**src/rtl/lsu_pkg.sv**
```systemverilog
// Shared definitions for the load/store unit controller: RV32I width codes,
// FSM states and the small request-decode helpers used at request acceptance.
package lsu_pkg;

    localparam logic [2:0] LB  = 3'b000;
    localparam logic [2:0] LH  = 3'b001;
    localparam logic [2:0] LW  = 3'b010;
    localparam logic [2:0] LBU = 3'b100;
    localparam logic [2:0] LHU = 3'b101;
    localparam logic [2:0] SB  = 3'b000;
    localparam logic [2:0] SH  = 3'b001;
    localparam logic [2:0] SW  = 3'b010;

    typedef enum logic [1:0] {
        IDLE = 2'd0,
        REQ  = 2'd1,
        WAIT = 2'd2,
        RESP = 2'd3
    } lsu_state_e;

    function automatic logic is_illegal(input logic we, input logic [2:0] funct3);
        if (we)
            return !(funct3 == SB || funct3 == SH || funct3 == SW);
        return !(funct3 == LB || funct3 == LH || funct3 == LW ||
                 funct3 == LBU || funct3 == LHU);
    endfunction

    // The low two funct3 bits encode the access size for both loads and stores.
    function automatic logic is_misaligned(input logic [2:0] funct3, input logic [1:0] offset);
        case (funct3[1:0])
            2'b01:   return offset[0];
            2'b10:   return offset != 2'b00;
            default: return 1'b0;
        endcase
    endfunction

    function automatic logic [3:0] store_be(input logic [2:0] funct3, input logic [1:0] offset);
        case (funct3[1:0])
            2'b00:   return 4'b0001 << offset;
            2'b01:   return 4'b0011 << offset;
            default: return 4'b1111;
        endcase
    endfunction

    function automatic logic [31:0] store_data(input logic [2:0] funct3, input logic [31:0] wdata);
        case (funct3[1:0])
            2'b00:   return {4{wdata[7:0]}};
            2'b01:   return {2{wdata[15:0]}};
            default: return wdata;
        endcase
    endfunction

endpackage

```
**src/rtl/lsu_load_align.sv**
```systemverilog
// Combinational load lane extraction: shifts the read word down to the
// addressed byte lane, then sign- or zero-extends according to funct3.
module lsu_load_align
    import lsu_pkg::*;
(
    input  logic [31:0] rdata,
    input  logic [1:0]  offset,
    input  logic [2:0]  funct3,
    output logic [31:0] data
);

    logic [31:0] shifted;

    always_comb begin
        shifted = rdata >> {offset, 3'b000};
        case (funct3)
            LB:      data = {{24{shifted[7]}}, shifted[7:0]};
            LH:      data = {{16{shifted[15]}}, shifted[15:0]};
            LW:      data = shifted;
            LBU:     data = {24'b0, shifted[7:0]};
            LHU:     data = {16'b0, shifted[15:0]};
            default: data = '0;
        endcase
    end

endmodule

```
**src/rtl/lsu_ctrl.sv**
```systemverilog
// Load/store unit controller: accepts one core request at a time, issues a
// single memory beat, and returns an aligned result with error/misalign flags.
module lsu_ctrl
    import lsu_pkg::*;
#(
    parameter int TIMEOUT = 255
) (
    input  logic        clk,
    input  logic        rst_n,
    input  logic        req_valid,
    output logic        req_ready,
    input  logic        req_we,
    input  logic [2:0]  req_funct3,
    input  logic [31:0] req_addr,
    input  logic [31:0] req_wdata,
    output logic        mem_valid,
    input  logic        mem_ready,
    output logic        mem_we,
    output logic [31:0] mem_addr,
    output logic [3:0]  mem_be,
    output logic [31:0] mem_wdata,
    input  logic        mem_rvalid,
    input  logic [31:0] mem_rdata,
    output logic        rsp_valid,
    output logic [31:0] rsp_rdata,
    output logic        rsp_misalign,
    output logic        rsp_err
);

    localparam int CW = $clog2(TIMEOUT + 1);

    lsu_state_e    state, state_next;
    logic [CW-1:0] cnt;
    logic          we_q;
    logic [2:0]    funct3_q;
    logic [31:0]   addr_q;
    logic [31:0]   wdata_q;
    logic [3:0]    be_q;
    logic [31:0]   rdata_q;
    logic          misalign_q;
    logic          err_q;

    logic          accept, capture, abort, expire;
    logic          req_mis, req_bad;
    logic [31:0]   load_data;

    assign req_mis = is_misaligned(req_funct3, req_addr[1:0]);
    assign req_bad = is_illegal(req_we, req_funct3) || req_mis;
    assign expire  = (cnt == CW'(TIMEOUT - 1));

    // Memory handshakes are checked ahead of expiry so a late grant still completes.
    always_comb begin
        state_next = state;
        accept     = 1'b0;
        capture    = 1'b0;
        abort      = 1'b0;
        case (state)
            IDLE: begin
                if (req_valid) begin
                    accept     = 1'b1;
                    state_next = req_bad ? RESP : REQ;
                end
            end
            REQ: begin
                if (mem_ready) begin
                    state_next = we_q ? RESP : WAIT;
                end else if (expire) begin
                    abort      = 1'b1;
                    state_next = RESP;
                end
            end
            WAIT: begin
                if (mem_rvalid) begin
                    capture    = 1'b1;
                    state_next = RESP;
                end else if (expire) begin
                    abort      = 1'b1;
                    state_next = RESP;
                end
            end
            RESP:    state_next = IDLE;
            default: state_next = IDLE;
        endcase
    end

    always_ff @(posedge clk or negedge rst_n) begin
        if (!rst_n)
            state <= IDLE;
        else
            state <= state_next;
    end

    always_ff @(posedge clk or negedge rst_n) begin
        if (!rst_n) begin
            cnt        <= '0;
            we_q       <= 1'b0;
            funct3_q   <= '0;
            addr_q     <= '0;
            wdata_q    <= '0;
            be_q       <= '0;
            rdata_q    <= '0;
            misalign_q <= 1'b0;
            err_q      <= 1'b0;
        end else begin
            if (accept) begin
                cnt        <= '0;
                we_q       <= req_we;
                funct3_q   <= req_funct3;
                addr_q     <= req_addr;
                wdata_q    <= store_data(req_funct3, req_wdata);
                be_q       <= req_we ? store_be(req_funct3, req_addr[1:0]) : 4'b1111;
                rdata_q    <= '0;
                misalign_q <= req_mis;
                err_q      <= is_illegal(req_we, req_funct3);
            end else if (state == REQ || state == WAIT) begin
                cnt <= cnt + CW'(1);
            end
            if (capture)
                rdata_q <= load_data;
            if (abort) begin
                err_q   <= 1'b1;
                rdata_q <= '0;
            end
        end
    end

    lsu_load_align u_align (
        .rdata  (mem_rdata),
        .offset (addr_q[1:0]),
        .funct3 (funct3_q),
        .data   (load_data)
    );

    // Outputs are qualified by state so an async reset clears them at once.
    assign req_ready    = (state == IDLE);
    assign mem_valid    = (state == REQ);
    assign mem_we       = mem_valid & we_q;
    assign mem_addr     = {addr_q[31:2], 2'b00};
    assign mem_be       = mem_valid ? be_q : 4'b0000;
    assign mem_wdata    = wdata_q;
    assign rsp_valid    = (state == RESP);
    assign rsp_rdata    = rsp_valid ? rdata_q : 32'h0;
    assign rsp_misalign = rsp_valid & misalign_q;
    assign rsp_err      = rsp_valid & err_q;

endmodule

```
**config.mk**
```make
export PLATFORM = sky130hd
export DESIGN_NAME = lsu_ctrl
export DESIGN_NICKNAME = d
export VERILOG_FILES = /design/src/rtl/lsu_pkg.sv /design/src/rtl/lsu_load_align.sv /design/src/rtl/lsu_ctrl.sv
export SDC_FILE = /design/constraint.sdc
export NUM_CORES = 1
export LEC_CHECK = 0
export BUFFER_PORTS_ARGS = -buffer_cell sky130_fd_sc_hd__clkbuf_2
export CORE_ASPECT_RATIO = 0.9
export CORE_MARGIN = 2
export CORE_UTILIZATION = 40
export CTS_BUF_LIST = sky130_fd_sc_hd__clkbuf_2 sky130_fd_sc_hd__clkbuf_4 sky130_fd_sc_hd__clkbuf_8
export DETAILED_ROUTE_END_ITERATION = 12
export HOLD_SLACK_MARGIN = 0.08
export PLACE_DENSITY = 0.66
export SYNTH_ARGS = -nofsm -noshare
export SYNTH_HDL_FRONTEND = slang
export SYNTH_SLANG_ARGS = --single-unit
```
**constraint.sdc**
```tcl
create_clock -name clk -period 2.7 [get_ports clk]
set_clock_uncertainty 0.15 [all_clocks]
set_input_delay 0.54 -clock clk [delete_from_list [all_inputs] [get_ports clk]]
set_output_delay 0.54 -clock clk [all_outputs]
set_load 0.02 [all_outputs]
```
==> flow_metrics.tcl <==
set metrics [dict create \
    worstReg2RegStart "state[1]" \
    whs_endpoint "addr_q[14]" \
    clock_latency_ns 0.44 \
    cpMaxStageDelayCell "dfrtp_1" \
    yosysTopAreaCellShare_pct 47.2 \
    hold_path.class "in -> reg" \
    grt_setup_unrepaired "no" \
    final_hold_viol_count 0 \
    cts_buffer_depth 2 \
    outcome "finished clean" \
    power_density_mw_per_mm2 1140 \
    wl_per_cell_um 16.2 \
    dp_hpwl_mm 11.7 \
    diodes 0 \
    grt_pass1_vias 5221 \
    start_kind "flip-flop" \
    grt_antenna_before_repair 0 \
    grt_pass1_wl_mm 27.3 \
    end_kind "output port" \
    crit_chain "ha_1 > buf_4 > and2_1 > clkbuf_2" \
    grt.met1_usage_pct 28.6 \
    finalNonFillerCells 1034 \
    cpPeakStageDelay_ns 0.42 \
    root_buffer "clkbuf_8" \
    grt_busiest_layer "met2" \
    synth_warnings 0 \
    drive_above_1_share_pct 32.3 \
    regToRegSetupSlack_ns 0.39 \
    synth-async-reset-ratio_pct 100 \
    rows 42 \
    portBuffers 208 \
    layout_common_cells "clkbuf_2, nand2_1, dfrtp_1" \
    min_path_cells 3 \
    synthCells 657 \
    use_met2_pct 32.1 \
    start_util_pct 41.4 \
    relSlewSlack_pct 29.4 \
    fmax_mhz 414 \
    routed_via_density 5.14 \
    final_common_cell "clkbuf_2" \
    ir_worst_vdd_v 0.000581 \
    synth.avg_cell_area_um2 9.37 \
    globalRouteMet3Util_pct 7.49 \
    yosysSeqAreaShare_pct 47.2 \
    fin_crit_sh_pct 89.5 \
    place_congestion 0.806 \
    drt-initial-drc-count 330 \
    setup_violations 0 \
    synth_edf_count 0 \
    placed_cell_area_mm2 0.00713 \
    nNetsFinal 939 \
    clkSinkCount 116 \
    drt_drc_violations_left 0 \
    cts-htree-levels 4 \
    grtUsageTotal_pct 21.3 \
    drt-total-wl_mm 16.7 \
    ys_types 46 \
    clkTransAtPathRegs_ns 0.08 \
    die_h_um 122 \
    grt_overflow 0 \
    critPathMaxFanout 35 \
    power.leakage_uw 0.00384 \
    pin_count 211 \
    fin_area_mm2 0.00756 \
    synth.area.top_cells "dfrtp_1, nand2_1, o2bb2ai_1" \
    rr_endpoint "rdata_q[9]" \
    cts_tree "built" \
    arrival_ns 1.73 \
    hp-start "req_addr[14]" \
    antenna_left 0 \
    drv_cap 0 \
    finalCriticalPeriod_ns 2.42 \
    vias 5318 \
    worst_pin_slew_ns 1.05 \
    reg2reg_depth 7 \
    yosysTopAreaCell "dfrtp_1" \
    netlist_area_mm2 0.00615 \
    fp.coreArea_mm2 0.0149 \
    placed_cells 1002 \
    criticalPathCategory "reg -> out" \
    grt_max_degree 79 \
    totalNegativeSetupSlack_ns 0 \
    cts_made_buffers 17 \
    die_w_um 135 \
    ys.flop_type "dfrtp_1" \
    critPathRequiredTime_ns 2.01 \
    dr.pass1.iters 5 \
    ys_ff_latch 116 \
    dieArea_mm2 0.0164 \
    slew_violations 0 \
    area_delta_synth_final_pct 22.9 \
]
-- worst max-delay path, delay by kind of cell (launching register included) --
kind,cells,cell delay [ns]
simple gates,1,0.21
buf+inv,2,0.46
fa+ha+maj,1,0.18
flops,1,0.42
-- what timing repair did --
action,in CTS,in global routing
buffers inserted,0,0
endpoints found under the hold margin,116,0
resized for setup,0,0
hold buffers,1,0
-- kinds of logic (layout without fill, tap and decap cells) --
family / Yosys count / count (layout) / share of synthesized area, %
adders and majority gates: 10 / 10 / 2.03
other: 1 / 2 / 0.0609
xor gates and xnor gates: 5 / 5 / 0.711
muxes: 35 / 35 / 6.24
and+or+nand+nor: 273 / 273 / 20.1
DFF: 116 / 116 / 47.2
AOI/OAI and AO/OA: 131 / 131 / 15.3
buffers and inverters: 86 / 264 / 8.44
-- worst max-delay path by stage --
stage                  start            to  slack (ns)  cells past startpoint
floorplan           state[1]   rdata_q[10]        0.52                      8
CTS                 state[1]  rsp_rdata[8]        0.28                      4
finish              state[1]  rsp_rdata[8]        0.28                      4
detailed placement  state[1]    rdata_q[6]        0.43                      7
global placement    state[1]    rdata_q[9]        0.47                      7
global route        state[1]  rsp_rdata[8]        0.20                      4
-- routing by layer --
metal | wire (µm) | vias up | share of wire [%]
met5 | 0 | - | 0
met2 | 7480 | 223 | 45
met4 | 210 | 0 | 1.3
met1 | 7460 | 2526 | 45
met3 | 1550 | 19 | 9.3
li1 | - | 2550 | -
-- per-stage QoR --
| stage | setup WS [ns] | util [%] | total power (µW) | hold WS [ns] |
|---|---|---|---|---|
| final | 0.284 | 50.8 | 8630 | 0.129 |
| after global routing | 0.200 | 50.8 | 9270 | 0.105 |
| after CTS | 0.276 | 50.8 | 8690 | 0.108 |
| after detailed placement | 0.430 | 48.0 | 6950 | 0.194 |
| after global placement | 0.468 | 48.0 | 6900 | 0.197 |
| after floorplan | 0.521 | - | 6020 | 0.0944 |
-- where the power goes --
| group | switching (µW) | total, µW | internal [µW] | leakage, µW |
|---|---|---|---|---|
| combinational | 2460 | 3890 | 1440 | 0.00219 |
| sequential | 542 | 3030 | 2490 | 0.00145 |
| clock | 754 | 1710 | 955 | 0.000200 |
-- layout make-up --
class	instances	area, µm²
fill	1415	7310
inverter	8	30.0
tap	198	248
clock buffer	19	262
multi-input combinational	456	2740
timing repair buffer	225	1220
clock inverter	12	156
sequential	116	2900
-- synthesized netlist by cell type (2+ instances only) --
library cell / count
buf_1: 4
nor2_1: 46
a31oi_1: 17
nand3b_1: 2
and2_1: 40
or3_1: 2
nand4_1: 4
clkbuf_1: 23
o211ai_1: 4
buf_2: 10
o21ai_0: 24
and3_1: 2
o2bb2ai_1: 40
buf_4: 34
a221oi_1: 8
ha_1: 10
inv_1: 8
xor2_1: 4
buf_6: 6
nand2b_1: 6
nand2_1: 160
nand3_1: 2
o21bai_1: 2
dfrtp_1: 116
mux4_2: 2
mux2i_1: 26
mux2_2: 7
a22oi_1: 8
a32oi_1: 9
a21oi_1: 15
-- state kept, by name, indices dropped and copies added (netlist names) --
register and cells:
state 2, err_q 1, mem_wdata 32, addr_q 32
rdata_q 32, we_q 1, be_q 4, funct3_q 3
cnt 8, misalign_q 1
No activity file was read; power rests on OpenSTA's default activity.
